**config.mk**
```make
export PLATFORM = sky130hd
export DESIGN_NAME = interlaken_metaframe_sync
export DESIGN_NICKNAME = d
export VERILOG_FILES = /design/src/rtl/interlaken_metaframe_sync.sv
export SDC_FILE = /design/constraint.sdc
export NUM_CORES = 1
export LEC_CHECK = 0
export CAP_MARGIN = 20
export CELL_PAD_IN_SITES_DETAIL_PLACEMENT = 1
export CELL_PAD_IN_SITES_GLOBAL_PLACEMENT = 2
export CORE_MARGIN = 3
export CORE_UTILIZATION = 30
export DETAILED_ROUTE_END_ITERATION = 8
export PLACE_DENSITY_LB_ADDON = 0.1
export SYNTH_ARGS = -nofsm -noshare
export SYNTH_HDL_FRONTEND = slang
export SYNTH_SLANG_ARGS = --single-unit
export TNS_END_PERCENT = 10
```
**constraint.sdc**
```tcl
create_clock -name USER_CLK -period 5.3 [get_ports USER_CLK]
set_input_delay 0.53 -clock USER_CLK [delete_from_list [all_inputs] [get_ports USER_CLK]]
set_output_delay 0.53 -clock USER_CLK [all_outputs]
set_load 0.05 [all_outputs]
```
**src/rtl/interlaken_metaframe_sync.sv**
```systemverilog
// Interlaken receive meta-frame synchroniser: hunts for the sync word, tracks alignment,
// strips framing words and exports the scrambler state. Optional counter: INTERLAKEN_SYNC_ERR_CNT_EN.
module interlaken_metaframe_sync #(
    parameter int unsigned METAFRAME_LEN = 2048,
    parameter int unsigned LOCK_CNT      = 4,
    parameter int unsigned UNLOCK_CNT    = 4
) (
    input  logic        USER_CLK,
    input  logic        SYSTEM_RESET_N,
    input  logic [63:0] DATA_IN,
    input  logic [1:0]  HEADER_IN,
    input  logic        WORD_LOCKED,
    output logic [63:0] DATA_OUT,
    output logic [1:0]  HEADER_OUT,
    output logic        VALID_OUT,
    output logic        FRAME_LOCKED,
    output logic [57:0] SCRAM_STATE_OUT,
    output logic        SCRAM_STATE_VALID,
    output logic        HDR_ERR
`ifdef INTERLAKEN_SYNC_ERR_CNT_EN
    ,
    output logic [15:0] SYNC_ERR_CNT
`endif
);

    localparam logic [63:0] SYNC_WORD = 64'h78F678F678F678F6;

    typedef enum logic [1:0] {
        HUNT   = 2'd0,
        VERIFY = 2'd1,
        LOCKED = 2'd2
    } state_e;

    state_e      state_q, state_d;
    logic [15:0] pos_q, pos_d;
    logic [7:0]  good_q, good_d;
    logic [7:0]  bad_q, bad_d;

    logic [63:0] data_q, data_d;
    logic [1:0]  hdr_q, hdr_d;
    logic        valid_q, valid_d;
    logic        locked_q, locked_d;
    logic [57:0] scram_q, scram_d;
    logic        scram_vld_q, scram_vld_d;
    logic        hdr_err_q, hdr_err_d;
`ifdef INTERLAKEN_SYNC_ERR_CNT_EN
    logic [15:0] err_cnt_q, err_cnt_d;
    logic [16:0] err_sum;
    logic        miss_evt;
`endif

    logic        is_ctrl, is_sync, is_scram, is_skip, is_diag, is_framing, hdr_bad;
    logic [15:0] pos_adv;

    assign is_ctrl    = (HEADER_IN == 2'b10);
    assign is_sync    = is_ctrl && (DATA_IN == SYNC_WORD);
    assign is_scram   = is_ctrl && (DATA_IN[63:58] == 6'b001010);
    assign is_skip    = is_ctrl && (DATA_IN[63:58] == 6'b000111);
    assign is_diag    = is_ctrl && (DATA_IN[63:58] == 6'b011001);
    assign is_framing = is_sync || is_scram || is_skip || is_diag;
    assign hdr_bad    = (HEADER_IN == 2'b00) || (HEADER_IN == 2'b11);
    assign pos_adv    = (pos_q == 16'(METAFRAME_LEN - 1)) ? 16'd0 : pos_q + 16'd1;

    // State register: FSM, alignment counters and all registered outputs.
    always_ff @(posedge USER_CLK) begin
        if (!SYSTEM_RESET_N) begin
            state_q     <= HUNT;
            pos_q       <= '0;
            good_q      <= '0;
            bad_q       <= '0;
            data_q      <= '0;
            hdr_q       <= '0;
            valid_q     <= 1'b0;
            locked_q    <= 1'b0;
            scram_q     <= '0;
            scram_vld_q <= 1'b0;
            hdr_err_q   <= 1'b0;
`ifdef INTERLAKEN_SYNC_ERR_CNT_EN
            err_cnt_q   <= '0;
`endif
        end else begin
            state_q     <= state_d;
            pos_q       <= pos_d;
            good_q      <= good_d;
            bad_q       <= bad_d;
            data_q      <= data_d;
            hdr_q       <= hdr_d;
            valid_q     <= valid_d;
            locked_q    <= locked_d;
            scram_q     <= scram_d;
            scram_vld_q <= scram_vld_d;
            hdr_err_q   <= hdr_err_d;
`ifdef INTERLAKEN_SYNC_ERR_CNT_EN
            err_cnt_q   <= err_cnt_d;
`endif
        end
    end

    // Next-state logic; loss of word lock overrides every other transition.
    always_comb begin
        state_d = state_q;
        pos_d   = pos_q;
        good_d  = good_q;
        bad_d   = bad_q;
        if (!WORD_LOCKED) begin
            state_d = HUNT;
            pos_d   = '0;
            good_d  = '0;
            bad_d   = '0;
        end else begin
            case (state_q)
                HUNT: begin
                    pos_d = '0;
                    if (is_sync) begin
                        state_d = VERIFY;
                        pos_d   = 16'd1;
                        good_d  = 8'd1;
                    end
                end
                VERIFY: begin
                    pos_d = pos_adv;
                    if (pos_q == 16'd0) begin
                        if (is_sync) begin
                            good_d = good_q + 8'd1;
                            if (good_q + 8'd1 == 8'(LOCK_CNT)) begin
                                state_d = LOCKED;
                                bad_d   = '0;
                            end
                        end else begin
                            state_d = HUNT;
                            pos_d   = '0;
                            good_d  = '0;
                            bad_d   = '0;
                        end
                    end
                end
                LOCKED: begin
                    pos_d = pos_adv;
                    if (pos_q == 16'd0) begin
                        if (is_sync) begin
                            bad_d = '0;
                        end else if (bad_q + 8'd1 == 8'(UNLOCK_CNT)) begin
                            state_d = HUNT;
                            pos_d   = '0;
                            good_d  = '0;
                            bad_d   = '0;
                        end else begin
                            bad_d = bad_q + 8'd1;
                        end
                    end
                end
                default: begin
                    state_d = HUNT;
                    pos_d   = '0;
                    good_d  = '0;
                    bad_d   = '0;
                end
            endcase
        end
    end

    // Output logic: classification of the current word, registered one cycle later.
    always_comb begin
        data_d      = DATA_IN;
        hdr_d       = HEADER_IN;
        valid_d     = (state_q == LOCKED) && WORD_LOCKED &&
                      ((HEADER_IN == 2'b01) || (is_ctrl && !is_framing));
        locked_d    = (state_q == LOCKED);
        scram_d     = scram_q;
        scram_vld_d = 1'b0;
        hdr_err_d   = hdr_bad;
        if (is_scram && (state_q != HUNT)) begin
            scram_d     = DATA_IN[57:0];
            scram_vld_d = 1'b1;
        end
`ifdef INTERLAKEN_SYNC_ERR_CNT_EN
        miss_evt  = (state_q == LOCKED) && WORD_LOCKED && (pos_q == 16'd0) && !is_sync;
        err_sum   = {1'b0, err_cnt_q} + 17'(miss_evt) + 17'(hdr_bad);
        err_cnt_d = err_sum[16] ? 16'hFFFF : err_sum[15:0];
`endif
    end

    assign DATA_OUT          = data_q;
    assign HEADER_OUT        = hdr_q;
    assign VALID_OUT         = valid_q;
    assign FRAME_LOCKED      = locked_q;
    assign SCRAM_STATE_OUT   = scram_q;
    assign SCRAM_STATE_VALID = scram_vld_q;
    assign HDR_ERR           = hdr_err_q;
`ifdef INTERLAKEN_SYNC_ERR_CNT_EN
    assign SYNC_ERR_CNT      = err_cnt_q;
`endif

endmodule
```
==> reports/metrics.csv <==
stage;metric;value;unit
min_path;Worst Hold Class;reg -> reg;
logic_synthesis;number of enable flip-flop cells after synthesis;0;
logic_synthesis;area leader, netlist;dfxtp_1;
logic_synthesis;synthesized area per cell;9.14;um^2
drt;drt drc;0;
final_layout;most common cell after layout, fill and taps aside;clkdlybuf4s50_1;
min_path;WHS Endpoint;SCRAM_STATE_OUT[25];
timing;Worst-Margin Slew;1.03;ns
die;die footprint;23400;um^2
worst_setup_path;R2R cell count;7;
pwr;Worst VDD drop;0.202;mV
clock_network;TritonCTS clock tree;done;
placement;Place WS;1.80;ns
logic_synthesis;Synth async-reset ratio;0;%
drt;ANT nets after route;0;
logic_synthesis;Synth Area in Compound Gates;13.9;%
worst_setup_path;Register-to-Register Setup Slack;2.49;ns
logic_synthesis;simple-gate share of the synthesized area;29.6;%
placement;RD Place Congestion;0.829;
timing;Slew Limit Fails;0;
drt;vias per cell;4.89;
global_route;first-pass GRT wire length;36.2;mm
worst_setup_path;worst-path maximum fanout;8;
global_route;vias in the first global route;6320;
die;die width;153;um
logic_synthesis;Yosys reg bits;162;
global_route;largest net degree at the start of global routing;129;
logic_synthesis;area of the mapped netlist;6470;um^2
timing;Setup violations, final;0;
timing;Total Neg Setup Slack;0;ns
die;FP Rows;53;
timing;fmax;333;MHz
logic_synthesis;post-synthesis mux area share;0;%
timing;final hold vios;0;
logic_synthesis;xor/xnor share of the synthesized area;1.89;%
final_layout;most frequent cells in the layout;195 x clkdlybuf4s50_1, 162 x dfxtp_1, 144 x nand2_1;
drt;DRT Pass-1 Iters;4;
timing;post-route minimum period;3.00;ns
clock_network;deepest clock path buffer count;2;
final_layout;fin util;44.0;%
clock_network;CTS buffer count;17;
die;Die Span Y;153;um
global_route;initial antenna violation count;0;
clock_network;total clock sinks;162;
final_layout;area delta synth->final;43.4;%
worst_setup_path;endpoint class of the critical path;register;
pwr;power density cells;303;nW/um^2
logic_synthesis;synth top area cells;dfxtp_1 50%, nand2_1 8.4%, a21boi_0 7.0%, and2_1 6.8%, clkbuf_1 1.7%;
timing;Final Hold Slack;0.465;ns
worst_setup_path;worst r2r src;good_q[0];
clock_network;Setup Buffers After CTS;0;
die;core area;21100;um^2
pwr;Lkg Pwr;3.22;nW
drt;drt first-iter violations;192;
timing;Rel. slew slack;30.6;%
timing;period utilisation layout;56.7;%
die;# IOs;197;
timing;RSZ-0062 raised after global routing;false;
clock_network;H-tree depth;4;
timing;Max Clock Skew;0.0117;ns
global_route;GR Util All Layers;19.6;%
drt;WL final;23.2;mm
worst_setup_path;WS Path Type;in -> reg;
job;Max-cap violations;0;
pwr;Power, Total;2.82;mW
die;Initial Util;30.7;%
final_layout;layout cell share with drive strength beyond 1;6.09;%
logic_synthesis;Synth top area share;50.1;%
clock_network;Hold-fix buffers, CTS;0;
logic_synthesis;Yosys Warn Count;0;
min_path;hold path cells;2;
logic_synthesis;Synth Area in Adders;1.35;%
logic_synthesis;synthesized net count;784;
clock_network;Clk Latency, worst-skew pair;0.43;ns
worst_setup_path;Crit Reg-Reg Endpoint;bad_q[5];
drt;DR WL/cell;19.7;um
worst_setup_path;WP data arrival;3.34;ns
worst_setup_path;startpoint type of the worst setup path;primary input;
timing;Final WS setup;2.30;ns
drt;routed via count;5761;
clock_network;PostCTS Resize Cnt;0;
clock_network;Root Driver;clkbuf_16;
logic_synthesis;Main synth FF type;dfxtp_1;
min_path;hold_sp;SCRAM_STATE_OUT[25];
worst_setup_path;worst path required time;5.64;ns
logic_synthesis;sequential share of the synthesized area;50.1;%
final_layout;Final Net Count;966;
placement;Post-DP HPWL;17.2;mm
status;status;finished clean;
global_route;grt ovf;0;
logic_synthesis;Cell variety after synth;63;
logic_synthesis;Synth Instances;708;
logic_synthesis;largest family of logic cells by synthesized area;simple AND/OR/NAND/NOR gates;
placement;port buffer count;196;
clock_network;Clock Pin Slew Worst Setup and Hold Paths;0.06;ns
==> critical path: stages <==
cell and delay (ns):
clkdlybuf4s50_1 0.61, or4bb_1 0.51, nor4_1 0.55, nand4_1 0.29
o311ai_4 0.51, a2bb2oi_1 0.14, o22ai_1 0.19
==> cell usage after synthesis (all sizes together), types with 5 or more instances <==
cell type / count
dfxtp: 162
inv: 13
nor4: 12
nor3: 10
or4bb: 5
nand3: 18
nand4b: 11
nand4: 17
a21oi: 12
and2: 70
xor2: 10
and3: 7
buf: 9
ha: 7
a31oi: 7
a21boi: 60
nand2: 144
nor2: 27
clkbuf: 29
==> per-layer routing <==
metal	vias to the layer above	track usage (%)	share of wire [%]
li1	2814	-	-
met1	2809	23.7	43
met2	119	33.8	50
met3	19	6.26	5.8
met4	0	5.09	1.2
met5	-	0	0
==> registers in the layout, indices dropped and copies added, names as in the netlist, 2 cells and up <==
name	cells
DATA_OUT	64
HEADER_OUT	2
SCRAM_STATE_OUT	58
bad_q	8
good_q	8
pos_q	16
state_q	2
==> per-stage QoR <==
step / std cells / instance area [um^2]
after CTS: 1177 / 9250
after global placement: 1145 / 8650
after detailed placement: 1145 / 8650
final: 1179 / 9280
after floorplan: 708 / 6470
after global routing: 1178 / 9280
==> layout make-up <==
type                            count  area (um^2)
Tap cell                          275          344
Inverter                           13         48.8
Fill cell                        2416        11800
Antenna cell                        1         2.50
Clock buffer                       18          429
Clock inverter                     14          168
Sequential cell                   162         3240
Timing Repair Buffer              201         2020
Multi-Input combinational cell    495         3030
==> cell families after synthesis <==
| family | count (synthesis) |
|---|---|
| and+or+nand+nor | 356 |
| DFF | 162 |
| AOI/OAI and AO/OA | 118 |
| buffers and inverters | 51 |
| xor gates and xnor gates | 14 |
| adders and majority gates | 7 |
==> where the power goes <==
part | switching, mW | internal (mW)
registers | 0.00769 | 1.24
clock network | 0.560 | 0.712
logic | 0.174 | 0.117
==> worst max path at each step <==
stage	from	endpoint	slack, ns	cells past startpoint
6_report	DATA_IN[53]	bad_q[4]	2.30	7
5_1_grt	DATA_IN[14]	pos_q[0]	2.12	8
4_1_cts	DATA_IN[53]	bad_q[4]	2.25	7
3_5_place_dp	DATA_IN[53]	bad_q[2]	1.80	7
3_3_place_gp	DATA_IN[53]	bad_q[2]	1.85	7
2_1_floorplan	DATA_IN[57]	bad_q[2]	2.95	7
(Power assumes the default switching activity.)
